<file path="config.mk">
export PLATFORM = sky130hd
export DESIGN_NAME = tau_mac_array
export DESIGN_NICKNAME = d
export VERILOG_FILES = /design/src/rtl/tau_mac_array.sv
export SDC_FILE = /design/constraint.sdc
export NUM_CORES = 1
export LEC_CHECK = 0
export CORE_MARGIN = 5
export CORE_UTILIZATION = 40
export DETAILED_ROUTE_END_ITERATION = 7
export SETUP_SLACK_MARGIN = 0.05
export SLEW_MARGIN = 20
export SYNTH_ARGS = -nofsm -noshare
export SYNTH_HDL_FRONTEND = slang
export SYNTH_SLANG_ARGS = --single-unit
</file>
<file path="constraint.sdc">
create_clock -name clk -period 2.2 [get_ports clk]
set_input_delay 0.33 -clock clk [delete_from_list [all_inputs] [get_ports clk]]
set_output_delay 0.33 -clock clk [all_outputs]
set_load 0.02 [all_outputs]
</file>
<file path="src/rtl/tau_mac_array.sv">
// Multi-lane count-driven MAC: each lane adds b to its accumulator a times, all lanes in lock-step.
// Define TAU_MAC_SAT_EN to make accumulator adds saturate instead of wrapping.
module tau_mac_array #(
    parameter int LANES     = 2,
    parameter int BITWIDTH  = 8,
    parameter int ACC_GUARD = 4
) (
    input  logic                                         clk,
    input  logic                                         reset_n,
    input  logic                                         start,
    input  logic                                         clear,
    input  logic [LANES*BITWIDTH-1:0]                    a,
    input  logic [LANES*BITWIDTH-1:0]                    b,
    output logic                                         busy,
    output logic                                         mac_valid,
    output logic [LANES*(2*BITWIDTH+ACC_GUARD)-1:0]      mac
);

    localparam int OUT_WIDTH = 2*BITWIDTH + ACC_GUARD;

    localparam logic [1:0] ST_IDLE = 2'd0;
    localparam logic [1:0] ST_RUN  = 2'd1;
    localparam logic [1:0] ST_DONE = 2'd2;

    logic [1:0]           state_q, state_d;
    logic [BITWIDTH-1:0]  cnt_q [LANES];
    logic [BITWIDTH-1:0]  cnt_d [LANES];
    logic [BITWIDTH-1:0]  b_q   [LANES];
    logic [BITWIDTH-1:0]  b_d   [LANES];
    logic [OUT_WIDTH-1:0] acc_q [LANES];
    logic [OUT_WIDTH-1:0] acc_d [LANES];
`ifdef TAU_MAC_SAT_EN
    logic [OUT_WIDTH:0]   sum   [LANES];
`endif
    logic                 run_done;

    always_comb begin
        // NOTE: every comb output gets a default first so no path leaves it unassigned (no latches).
        state_d  = state_q;
        run_done = 1'b1;
        for (int i = 0; i < LANES; i++) begin
            cnt_d[i] = cnt_q[i];
            b_d[i]   = b_q[i];
            acc_d[i] = acc_q[i];
`ifdef TAU_MAC_SAT_EN
            sum[i]   = {1'b0, acc_q[i]} + (OUT_WIDTH+1)'(b_q[i]);
`endif
        end

        case (state_q)
            ST_IDLE: begin
                // Clear takes effect first, so a simultaneous start accumulates from zero.
                if (clear) begin
                    for (int i = 0; i < LANES; i++) acc_d[i] = '0;
                end
                if (start) begin
                    for (int i = 0; i < LANES; i++) begin
                        cnt_d[i] = a[i*BITWIDTH +: BITWIDTH];
                        b_d[i]   = b[i*BITWIDTH +: BITWIDTH];
                    end
                    state_d = ST_RUN;
                end
            end
            ST_RUN: begin
                for (int i = 0; i < LANES; i++) begin
                    if (cnt_q[i] != '0) begin
`ifdef TAU_MAC_SAT_EN
                        acc_d[i] = sum[i][OUT_WIDTH] ? {OUT_WIDTH{1'b1}} : sum[i][OUT_WIDTH-1:0];
`else
                        acc_d[i] = acc_q[i] + OUT_WIDTH'(b_q[i]);
`endif
                        cnt_d[i] = cnt_q[i] - 1'b1;
                    end
                    if (cnt_d[i] != '0) run_done = 1'b0;
                end
                if (run_done) state_d = ST_DONE;
            end
            ST_DONE: state_d = ST_IDLE;
            default: state_d = ST_IDLE;
        endcase
    end

    always_ff @(posedge clk) begin
        // NOTE: sequential state uses non-blocking assignment only; the accumulator arrays are
        // reset too, since mac must read zero straight out of reset.
        if (!reset_n) begin
            state_q <= ST_IDLE;
            for (int i = 0; i < LANES; i++) begin
                cnt_q[i] <= '0;
                b_q[i]   <= '0;
                acc_q[i] <= '0;
            end
        end else begin
            state_q <= state_d;
            for (int i = 0; i < LANES; i++) begin
                cnt_q[i] <= cnt_d[i];
                b_q[i]   <= b_d[i];
                acc_q[i] <= acc_d[i];
            end
        end
    end

    assign busy      = (state_q != ST_IDLE);
    assign mac_valid = (state_q == ST_DONE);

    always_comb begin
        mac = '0;
        for (int i = 0; i < LANES; i++) mac[i*OUT_WIDTH +: OUT_WIDTH] = acc_q[i];
    end

endmodule
</file>
# [Yosys cells after proc, flatten, opt, wreduce, memory -nomap -nowiden]
# Memories as Yosys holds them, arrays and structs flattened.
# Cells that the tools add are included.
[totals] regBits=2 ramBits=72 in_bits=36 out_inout_bits=42 mem_count=3
[op_classes] n_addsub=4 eq_ne=4 mux=26 bitwise_logic=6 n_reduce_logical=7
[mem_list] name="acc_q" depth=2 word_bits=20 read_ports=2 rd_clocked_by_memory_dff=0 wr=2 line="30" source="logic [OUT_WIDTH-1:0] acc_q [LANES];"
[mem_list] name="b_q" depth=2 word_bits=8 read_ports=2 rd_clocked_by_memory_dff=0 wr=2 line="28" source="logic [BITWIDTH-1:0] b_q [LANES];"
[mem_list] name="cnt_q" depth=2 word_bits=8 read_ports=2 rd_clocked_by_memory_dff=0 wr=2 line="26" source="logic [BITWIDTH-1:0] cnt_q [LANES];"
[op_table] cell="$mux 20" count=4
[op_table] cell="$pmux 40 s2" count=1
[op_table] cell="$mux 8" count=8
[op_table] cell="$mux 16" count=3
[op_table] cell="$add 20x8->20" count=2
[op_table] cell="$mux 40" count=1
[op_table] cell="$pmux 16 s2" count=1
[op_table] cell="$reduce_bool 8->1" count=4
[op_table] cell="$sub 8x1->8 const B" count=2
[op_table] cell="$or 1x1->1" count=6
[op_table] cell="$mux 1" count=5
[op_table] cell="$mux 2" count=2
[op_table] cell="$ne 2x2->1 const B" count=2
[op_table] cell="$pmux 2 s2" count=1
[op_table] cell="$eq 2x1->1 const B" count=1
[op_table] cell="$eq 2x2->1 const B" count=1
[op_table] cell="$logic_not 2->1" count=1
[op_table] cell="$reduce_and 2->1" count=1
[op_table] cell="$reduce_bool 2->1" count=1

# [Longest topological paths before layout]
[depth] word_depth=9 ltp_mapped=9

# [Worst setup path before layout]
# No wires, ideal clock.
[synth_timing] kind="reg2reg" start="memory acc_q[0][20] (netlist bit)" end="memory acc_q[0][30] (netlist bit)" setup_time_ps=128 arrival_ps=2062 path_slack_ps=11 path_stages_with_launch=10 period_less_slack_ps=2189 cell_sequence="dfxtp_1 > ha_1 > inv_1 > fa_1 > nor2b_1 > o31ai_1 > a21boi_0 > o2111ai_1 > xor2_1 > nor2_1"
[synth_rtl] element="from (decl)" line="30"

==> metrics.txt <==
status=complete, no violations; Pre-antenna DRT Iters=5; Final Skew=0.009088 ns; number of cells on the worst reg-to-reg path=7; total grt overflow=0; Main synth FF type=dfxtp_1; max_cap viols=0; YS warnings=0; Die Height=113.5 um; number of synthesized flops with an enable pin=0; RSZ-0062 raised after global routing=yes; largest net degree at the start of global routing=33; Synth cell types=66; Worst Setup SP=acc_q[0][1]; max-slew violations=0; RR Endpoint=acc_q[0][7]; sequential area share after synthesis=34.60%; #FFs+latches synth=74; clock-pin slew on the worst setup and hold paths=0.08 ns; routability congestion estimate=0.8876; worst slew pin tran=0.5442 ns; WHS=0.4703 ns; ranking of synthesized cells by area=dfxtp_1 (35%), ha_1 (5.6%), nor2_1 (4.4%), xnor2_1 (4.3%), nand2_1 (3.9%); Core Util, Final=54.72%; WL/cell=15.06 um; final setup TNS=0 ns; # setup viols final=0; CTS H-Tree Depth=3; RR Startpoint=acc_q[0][1]; hold_sp=b_q[0][3]; final hold violation count=0; Worst slew margin=63.58%; Vias/cell=5.359; CP max FO=4; crit share post-route=93.92%; layout cell share with drive strength beyond 1=14.17%; Mapped Area=4282 um2; async set-reset flop share out of synthesis=0%; leakage power=2.134 nW; 1st-iter DRT viols=184; nets=659; CP Data Required Time=2.45 ns; PD cells=648.3 nW/um2; crit path cell chain=ha_1 -> a21oi_1 -> nor2_1 -> o21a_1 -> o21a_1 -> or3_1 -> a32o_1; CTS tree=done; Max VDD drop=0.2628 mV; Synth top area share=34.60%; Setup crit start kind=register; Tmin final=2.066 ns; CTS max path bufs=2; vias=3,982; total power=3.679 mW; vias in the first global route=3,780; final WL=11.19 mm; worst skew pair latency=0.36 ns; WP depth=7; CP endpoint kind=register; total die area=12,870 um2; critical path class=reg2reg; hold crit path type=reg2reg; Achievable Freq=484.0 MHz; Reg2Reg Setup Slack=0.13 ns; num rows=37; most common cell in the netlist=dfxtp_1; Inserted Diodes=0; Total GRT Usage=17.14%; Arrival @ worst endpoint=2.32 ns; Hold Path Sink=b_q[0][3]; Clock Sinks=74; CP bufs+invs=0; syn nets=563; Die X=113.5 um; first-pass GRT wire length=18.10 mm; Cells on Worst Hold Path=2; post-synth top area cell=dfxtp_1; Initial Util=41.29%; detailed placement HPWL=8.334 mm; root buffer cell=clkbuf_8; CP dominant cell by count=o21a_1; CTS buffer count=9; CORE AREA=10,370 um2; Post-route DRC=0; port buffer count=77; slowest cell on the critical path=dfxtp_1; area grow syn2layout=32.52%; top cells by count, synth=dfxtp_1 (74), nor2_1 (50), nand2_1 (45); crit-path max cell delay=0.42 ns; post-route ant nets=0; IO Count=78; initial antenna violation count=0; synthesized instance count=506; syn_area_per_cell=8.462 um2; delay-heaviest family, CP=compound AO/OA/AOI/OAI gates
-- area by class of cell --
type | count | area (um2)
Fill cell | 993 | 4696
Inverter | 12 | 50.05
Clock buffer | 10 | 137.6
Tap cell | 136 | 170.2
Sequential cell | 74 | 1484
Clock inverter | 6 | 65.06
Timing Repair Buffer | 109 | 1013
Multi-Input combinational cell | 396 | 2754
-- registers in the layout, indices dropped and copies added (netlist names) --
signal	flops
acc_q	40
cnt_q	16
state_q	2
b_q	16
-- logic make-up (layout without fill, tap and decap cells) --
logic type               count (synthesis)  after routing  share of synthesized area, %
XOR/XNOR                                34             34                         6.955
AND/OR/NAND/NOR                        198            198                         25.02
multiplexers                             4              4                        0.9644
AO/OA/AOI/OAI                          139            139                         22.30
buffers and inverters                   36            137                         3.682
flip-flops                              74             74                         34.60
adder cells (fa/ha/maj)                 21             21                         6.488
-- layout by cell type, fill, tap and decap left out, types with 5 or more instances in the layout --
| cell | netlist | layout |
|---|---|---|
| o21ai_0 | 19 | 18 |
| nand2_1 | 45 | 45 |
| nor4b_1 | 5 | 5 |
| nor2_1 | 50 | 50 |
| nand3_1 | 10 | 10 |
| dfxtp_1 | 74 | 72 |
| o211ai_1 | 11 | 11 |
| a22o_1 | 10 | 10 |
| or3_1 | 16 | 16 |
| buf_4 | 2 | 32 |
| xor2_1 | 13 | 13 |
| nor2b_1 | 7 | 6 |
| clkbuf_8 | 0 | 10 |
| a21oi_1 | 31 | 30 |
| or2_2 | 5 | 5 |
| xnor2_1 | 21 | 21 |
| ha_1 | 19 | 14 |
| a31oi_1 | 9 | 9 |
| clkdlybuf4s50_1 | 0 | 76 |
| nand2b_1 | 7 | 7 |
| o21a_1 | 7 | 6 |
| nor3b_1 | 8 | 7 |
| a21boi_0 | 17 | 16 |
| nor3_1 | 18 | 17 |
| inv_1 | 12 | 10 |
-- per-layer routing --
| layer | wire (um) | vias up | global-route usage (%) |
|---|---|---|---|
| met4 | 186 | 0 | 7.051 |
| li1 | - | 2041 | - |
| met2 | 5352 | 95 | 28.70 |
| met5 | 0 | - | 0 |
| met1 | 5181 | 1831 | 21.84 |
| met3 | 470 | 15 | 2.865 |
-- power breakdown --
| part | switching, mW | total (mW) | internal (mW) |
|---|---|---|---|
| combinational | 0.539 | 1.04 | 0.503 |
| clock | 0.542 | 1.10 | 0.557 |
| sequential | 0.111 | 1.54 | 1.43 |
-- what timing repair did --
item                                    4_1_cts  5_1_grt
hold buffers                                  0        0
pin swaps                                     1        7
buffers inserted                              0        4
endpoints found under the setup margin        6       23
gates resized for setup                       3       27
-- metrics by stage --
step,worst slack (ns),std cells,area (um2)
final,0.1338,743,5674
after floorplan,0.1275,506,4282
after detailed placement,0.01684,723,5324
after global placement,0.05388,723,5324
after global routing,0.02792,743,5674
after CTS,0.02185,739,5534
-- worst min-delay path: stages (launching register included) --
cell and delay [ns]:
dfxtp_1 0.32, nand2_1 0.05, a21boi_0 0.06
-- worst max path at each step --
stage | endpoint | slack [ns]
after floorplan | acc_q[0][30] | 0.13
after global placement | acc_q[0][37] | 0.05
after detailed placement | state_q[0] | 0.02
after CTS | state_q[0] | 0.02
after global routing | acc_q[0][35] | 0.03
final | acc_q[0][7] | 0.13
Note: power is estimated with default switching activity, not from simulation.
